<file path="src/rtl/dac_seq_ctrl.sv">
// dac_seq_ctrl: sequences X/Y channel codes onto a shared DAC bus.
// Requests are edge-detected, batched per round and acknowledged with a mask.
module dac_seq_ctrl #(
    parameter int NUM_DAC = 4,
    parameter int DATA_W  = 14,
    parameter int TIME_W  = 32
) (
    input  logic                          clk,
    input  logic                          rst_n,
    input  logic [2*NUM_DAC*DATA_W-1:0]   dac_val,
    input  logic [2*NUM_DAC-1:0]          dac_req,
    input  logic [TIME_W-1:0]             reg_dac_time,
    output logic [NUM_DAC*DATA_W-1:0]     dac_data,
    output logic                          dac_sel,
    output logic                          dac_wrt,
    output logic                          dac_clk,
    output logic                          dac_ack,
    output logic [2*NUM_DAC-1:0]          ack_mask,
    output logic                          busy
);

    localparam int CH = 2 * NUM_DAC;
    localparam int XW = NUM_DAC * DATA_W;
    localparam int SW = CH * DATA_W;

    typedef enum logic [2:0] {
        IDLE, LOAD, WR_X1, WR_X2, WR_Y1, WR_Y2, SETTLE, ACK
    } state_t;

    state_t          state_q, state_d;
    logic [CH-1:0]   req_q, req_d;
    logic [CH-1:0]   pend_q, pend_d;
    logic [CH-1:0]   mask_q, mask_d;
    logic [CH-1:0]   ack_mask_q, ack_mask_d;
    logic [CH-1:0]   edge_w;
    logic [SW-1:0]   shadow_q, shadow_d;
    logic [TIME_W-1:0] settle_q, settle_d;
    logic [TIME_W-1:0] cnt_q, cnt_d;
    logic [XW-1:0]   data_q, data_d;
    logic            sel_q, sel_d;
    logic            wrt_q, wrt_d;
    logic            dclk_q, dclk_d;
    logic            ack_q, ack_d;

    assign edge_w = dac_req & ~req_q;
    assign req_d  = dac_req;

    // Next-state logic: pending bookkeeping, capture, settle countdown.
    always_comb begin
        state_d  = state_q;
        pend_d   = pend_q | edge_w;
        mask_d   = mask_q;
        shadow_d = shadow_q;
        settle_d = settle_q;
        cnt_d    = cnt_q;
        unique case (state_q)
            IDLE: begin
                if (pend_q != '0) state_d = LOAD;
            end
            LOAD: begin
                mask_d   = pend_q;
                settle_d = reg_dac_time;
                for (int k = 0; k < CH; k++) begin
                    if (pend_q[k]) begin
                        shadow_d[k*DATA_W +: DATA_W] =
                            dac_val[k*DATA_W +: DATA_W];
                    end
                end
                // a fresh edge in this cycle survives the clear
                pend_d  = edge_w;
                state_d = WR_X1;
            end
            WR_X1: state_d = WR_X2;
            WR_X2: state_d = WR_Y1;
            WR_Y1: state_d = WR_Y2;
            WR_Y2: begin
                cnt_d   = settle_q;
                state_d = SETTLE;
            end
            SETTLE: begin
                // zero settle behaves as one cycle
                if (cnt_q <= TIME_W'(1)) state_d = ACK;
                else cnt_d = cnt_q - TIME_W'(1);
            end
            ACK: begin
                state_d = (pend_q != '0) ? LOAD : IDLE;
            end
            default: state_d = IDLE;
        endcase
    end

    // Registered bus outputs, decoded from the state being entered.
    always_comb begin
        data_d     = data_q;
        sel_d      = sel_q;
        wrt_d      = 1'b0;
        dclk_d     = 1'b0;
        ack_d      = 1'b0;
        ack_mask_d = ack_mask_q;
        unique case (state_d)
            WR_X1: begin
                data_d = shadow_d[XW-1:0];
                sel_d  = 1'b0;
            end
            WR_X2: wrt_d = 1'b1;
            WR_Y1: begin
                data_d = shadow_d[SW-1:XW];
                sel_d  = 1'b1;
            end
            WR_Y2: begin
                wrt_d  = 1'b1;
                dclk_d = 1'b1;
            end
            ACK: begin
                ack_d      = 1'b1;
                ack_mask_d = mask_q;
            end
            default: ;
        endcase
    end

    // State and datapath registers.
    always_ff @(posedge clk or negedge rst_n) begin
        if (!rst_n) begin
            state_q    <= IDLE;
            req_q      <= '0;
            pend_q     <= '0;
            mask_q     <= '0;
            shadow_q   <= '0;
            settle_q   <= '0;
            cnt_q      <= '0;
            data_q     <= '0;
            sel_q      <= 1'b0;
            wrt_q      <= 1'b0;
            dclk_q     <= 1'b0;
            ack_q      <= 1'b0;
            ack_mask_q <= '0;
        end else begin
            state_q    <= state_d;
            req_q      <= req_d;
            pend_q     <= pend_d;
            mask_q     <= mask_d;
            shadow_q   <= shadow_d;
            settle_q   <= settle_d;
            cnt_q      <= cnt_d;
            data_q     <= data_d;
            sel_q      <= sel_d;
            wrt_q      <= wrt_d;
            dclk_q     <= dclk_d;
            ack_q      <= ack_d;
            ack_mask_q <= ack_mask_d;
        end
    end

    assign dac_data = data_q;
    assign dac_sel  = sel_q;
    assign dac_wrt  = wrt_q;
    assign dac_clk  = dclk_q;
    assign dac_ack  = ack_q;
    assign ack_mask = ack_mask_q;
    assign busy     = (state_q != IDLE);

endmodule
</file>
<file path="config.mk">
export PLATFORM = sky130hd
export DESIGN_NAME = dac_seq_ctrl
export DESIGN_NICKNAME = d
export VERILOG_FILES = /design/src/rtl/dac_seq_ctrl.sv
export SDC_FILE = /design/constraint.sdc
export NUM_CORES = 1
export LEC_CHECK = 0
export ABC_AREA = 1
export CAP_MARGIN = 10
export CORE_MARGIN = 2
export CORE_UTILIZATION = 49
export CTS_BUF_LIST = sky130_fd_sc_hd__clkbuf_8
export DETAILED_ROUTE_END_ITERATION = 7
export PLACE_DENSITY = 0.82
export SYNTH_ARGS = -nofsm -noshare
export SYNTH_HDL_FRONTEND = slang
export SYNTH_SLANG_ARGS = --single-unit
</file>
<file path="constraint.sdc">
create_clock -name clk -period 1.75 [get_ports clk]
set_clock_uncertainty 0.15 [all_clocks]
set_input_delay 0.35 -clock clk [delete_from_list [all_inputs] [get_ports clk]]
set_output_delay 0.35 -clock clk [all_outputs]
set_load 0.02 [all_outputs]
</file>
# After elaboration in Yosys (flattened, before gate mapping)
# Cells that the tools add are included.
# W data, S select, Z words.
[totals]
inputBits = 154
elab_cells = 59
register_bits = 271
out_inout_bits = 69
[classes]
n_mux = 21
add_sub_neg = 1
n_eq_ne = 13
magnitude_cmp = 1
bitwise = 3
reduce_logical = 7
[ops]
columns = ["cell", "n"]
rows = [
  ["$mux W112", 1],
  ["$mux W14", 8],
  ["$pmux W56 S2", 1],
  ["$pmux W32 S2", 1],
  ["$le A32 B1 Y1 const B", 1],
  ["$mux W32", 1],
  ["$sub A32 B1 Y32 const B", 1],
  ["$pmux W3 S8", 1],
  ["$eq A3 B3 Y1 const B", 7],
  ["$eq A3 B2 Y1 const B", 4],
  ["$and A8 B8 Y8", 1],
  ["$mux W8", 1],
  ["$not A8 Y8", 1],
  ["$or A8 B8 Y8", 1],
  ["$reduce_bool A8 Y1", 1],
  ["$mux W3", 2],
  ["$mux W1", 4],
  ["$reduce_bool A2 Y1", 2],
  ["$eq A3 B1 Y1 const B", 1],
  ["$logic_not A3 Y1", 1],
  ["$reduce_bool A3 Y1", 1],
  ["$ne A2 B2 Y1 const B", 1],
  ["$pmux W1 S2", 1],
  ["$reduce_and A2 Y1", 1],
  ["$reduce_or A2 Y1", 1],
]

# Longest topological paths before layout
# Gate-level depths: netlist of run 1.
[logic_depth]
ltp_word = 6
ltp_mapped = 13

# Worst setup path before layout of run 1
# Ideal clock, no wire load.
[synth_path]
kind = "register to register"
startpoint = "register cnt_q[0]"
endpoint = "register cnt_q[26]"
required_time_ns = 1.483
stages_incl_launch_ff = 14
path_slack_ns = -0.160
t_arrival_ns = 1.643
path_buffers = 2
cell_sequence = "dfrtp_1 -> inv_1 -> ha_1 -> nand2_1 -> inv_1 -> nand2_1 -> nor2_1 -> nand2_1 -> nand3_1 -> nand2_1 -> buf_6 -> buf_6 -> nand3_1 -> nand2_1"
[synth_between]
elab_chain_len = 3
elab_cells_between_ends = 6
cone_classes = "1 x add/sub; 1 x order compare; 1 x eq/ne; 2 x mux; 1 x reduce/logical"
[synth_lines]
columns = ["item", "line_no", "text"]
rows = [
  ["start: declaration", "38", "logic [TIME_W-1:0] cnt_q, cnt_d;"],
  ["start signal: assignment", "145", "cnt_q <= cnt_d;"],
  ["$sub A32 B1 Y32 / $le A32 B1 Y1 (equally long branches)", "83, 82", ""],
  ["$mux W32 / $ne A2 B2 Y1 (equally long branches)", "--", ""],
  ["$pmux W32 S2 / $reduce_and A2 Y1 (equally long branches)", "--", ""],
]
# Parallel ways exist; a longest one is shown, timed or not. The select of a mux whose other input is x is not followed.
# A chain may end at the register's enable or synchronous reset.

# Worst setup path in the final report of run 1
[layout_path]
startpoint = "register cnt_q[18]"
endpoint = "register cnt_q[5]"
[layout_between]
elab_chain_len = 3
[layout_lines]
columns = ["item", "line_no", "text"]
rows = [
  ["$le A32 B1 Y1", "82", "if (cnt_q <= TIME_W'(1)) state_d = ACK;"],
  ["$ne A2 B2 Y1 (no source line)", "--", ""],
  ["$reduce_and A2 Y1 (no source line)", "--", ""],
]
# Every way passes these cells.

==> results.md, run 1 <==
* Setup WS post-layout at -231 ps
* Mapped Cells at between 1000 and 1500
* Layout Cells excl Fill at roughly 2300
* Root buf cell: clkbuf_8
* Worst vdd ir at between 600 and 700 uV
* Post-layout min period at between 1500 and 2000 ps
* # rows at between 50 and 60
* GRT Util Overall at between 20% and 30%
* Final routed DRC violation total at 2
* PD cells at roughly 1000 nW/um2
* Register area at between 6000 and 7000 um2
* Max cap viols at 0
* Initial DRC count at approximately 1200
* Crit-path max cell delay at around 400 ps
* PortBufs at 222
* I/O pin total at 223
* CP Class: flip-flop to flip-flop
* Worst endpoint required time at around 2000 ps
* DR vias/cell at roughly 5.6
* Min-delay worst type: input port to flip-flop
* DRT Wirelength at ~46000 um
* CP endpoint kind: flip-flop
* Final instance area at 18500 um2
* Final max-slew violation count at 0
* Die Y at ~160 um
* GP Congestion at 0.929
* Deepest clock path buffer count at 3
* RSZ-0062 raised after global routing: true
* Synthesized flop and latch total at approximately 270
* Post-Place Cells at between 2000 and 2500
* Synthesis Warnings at 0
* Critical path launch point type: flip-flop
* CP cell instances: nor2_2 > nand2_2 > inv_2 > nand2_4 > nor2_4 > buf_6 > nand4_1 > nand2_4 > buf_6 > o21ai_1
* Hold depth at 1
* First-pass GRT wire length at approximately 60000 um
* Slew margin rel. at about 60%
* Layout cells sized above 1 at 30.9%
* Antenna-violating nets left at 0
* GRT overflow at 0
* CTS H-tree depth at 2
* Worst skew pair latency at 580 ps
* Core area at between 20000 and 25000 um2
* Layout overhead on the synthesized area at 53.4%
* CTS Sinks at 271
* Inserted Diodes at 0
* Post-Syn Area at 12100 um2
* Placed inst area at between 15000 and 20000 um2
* CTS tree: built
* Inserted Clock Buffers at between 40 and 50
* Antenna violations before repair at 0
* Slowest-stage cell, CP: dfrtp_1
* Vias in the first global route at approximately 12000
* FILL cells at ~1500
* Most common cell after layout, fill and taps aside: nand2_1
* WL/cell at 20.2 um
* Max FO, Critical Path at 6
* Initial core utilization at ~50%
* Routed via count at 12800
* Sequential share of the synthesized area at between 50% and 60%
* Slew @ Worst Pin at roughly 580 ps
* Nets at roughly 2100
* Final worst path period share at 113%
* Post-DP HPWL at roughly 24000 um
* Post-synth cell types at 31
* Worst Path Arrival at between 2000 and 2500 ps
* Die ar. at between 20000 and 30000 um2
* Reg clk slew, reported paths at ~70 ps
* Fin. Hold Viols at 0
* Failing checks: design-rule violations, negative setup slack
* Drt pass-1 iters at 8
* Multi-input gate area at 5540 um2
* Syn nets at roughly 1700
* Number of endpoints failing setup at the final stage at ~100
* FMAX at slightly above 0.5 GHz
* Die W at about 160 um
* Pleak at between 8 and 9 nW
* Status: finished, violations left
* Commonest non-fill, non-tap cells in the layout: nand2_1, dfrtp_1, clkdlybuf4s50_1, buf_4, o21ai_1
* FF-to-FF path depth at 10
* Largest net degree at the start of global routing at just under 60
* Mapped Avg Cell Area at roughly 8.0 um2
-- final timing paths --
check	start	endpoint	slack, ps
min in group asynchronous	rst_n	shadow_q[66]	140
min	dac_req[5]	req_q[5]	100
max reg2reg	cnt_q[18]	cnt_q[5]	-230
min reg2reg	req_q[7]	pend_q[7]	300
max	cnt_q[18]	cnt_q[5]	-230
max in group asynchronous	rst_n	shadow_q[54]	680
-- through the flow --
stage	hold WS, ps	power [mW]	utilization [%]	setup slack, ps	TNS [ps]
floorplan	-95.6	9.88	-	-0.0688	-0.0688
global placement	131	12.0	64.4	-56.7	-909
detailed placement	135	12.2	64.4	-177	-4120
CTS	82.0	17.8	68.9	-63.1	-1110
global route	94.8	19.9	76.2	-277	-20000
finish	104	19.1	76.2	-231	-11990
-- registers in the layout, summed over array words and instances, names as in the netlist --
signal    flops
dac_clk       1
settle_q     32
shadow_q    112
mask_q        8
dac_sel       1
pend_q        8
ack_mask      8
state_q       3
cnt_q        32
dac_ack       1
dac_data     56
dac_wrt       1
req_q         8
-- routing by layer --
metal	wire, um	GRT usage (%)	up-vias	share of wire [%]
li1	-	-	5603	-
met1	16000	34.5	6149	35
met2	22600	48.2	796	50
met3	4260	6.25	229	9.3
met4	2860	11.4	0	6.3
met5	0	0	-	0
-- cells in the mapped netlist (all sizes together) --
master  count  area share [%]
a211oi      1           0.062
a21oi       3            0.12
a31oi       1           0.052
buf        43             2.0
clkbuf     32             1.0
dfrtp     271              56
ha          2            0.21
inv        88             2.8
mux2i       1           0.083
nand2     571              18
nand3     108             4.5
nand3b      1           0.062
nand4      12            0.62
nor2      136             4.6
nor3        3            0.12
o21ai     207             8.6
o21bai      2            0.12
o22ai       9            0.47
or2         4            0.21
xnor2       2            0.15
xor2        2            0.15
-- layout make-up --
type	instances	share of cell area, %
multi-input cells	1066	30.0
clock inverters	24	0.697
repair buffers	432	24.1
well taps	324	2.19
inverters	88	2.16
clock buffers	54	4.02
repair inverters	3	0.169
flip-flops and latches	271	36.7
-- power by group --
group,switching (mW),internal [mW],leakage (nW)
sequential,0.525,6.96,3.13
combinational,3.25,2.84,5.34
clock,2.66,2.82,0.503
-- logic make-up (layout without fill, tap and decap cells) --
kind of cell / after synthesis / in the layout / share of synthesized area, %
AO/OA/AOI/OAI: 223 / 223 / 9.43
adder cells (fa/ha/maj): 2 / 2 / 0.208
multiplexers: 1 / 1 / 0.0831
AND/OR/NAND/NOR: 835 / 836 / 28.0
buffers and inverters: 163 / 601 / 5.75
XOR/XNOR: 4 / 4 / 0.291
flip-flops: 271 / 271 / 56.3
-- what timing repair did --
item,CTS,global route
resized for setup,322,365
gates cloned,1,32
pin swaps,6,137
hold buffers,1,0
endpoints found under the setup margin,159,135
buffers inserted,13,36
hold endpoints to repair,271,0
-- worst max-delay path, delay by kind of cell (launching register included) --
family	cells	cell delay (ps)
flip-flops	1	400
AO/OA/AOI/OAI	1	70
buffers and inverters	3	400
AND/OR/NAND/NOR	6	840
(Power assumes the default switching activity.)
==> run 2: changes to the inputs <==
--- a/config.mk
+++ b/config.mk
@@ -12,6 +12,7 @@
 export CTS_BUF_LIST = sky130_fd_sc_hd__clkbuf_8
 export DETAILED_ROUTE_END_ITERATION = 7
 export PLACE_DENSITY = 0.82
+export SLEW_MARGIN = 20
 export SYNTH_ARGS = -nofsm -noshare
 export SYNTH_HDL_FRONTEND = slang
 export SYNTH_SLANG_ARGS = --single-unit
==> results of run 2 <==
The final DEF is identical to that of run 1; final timing and power are the same.
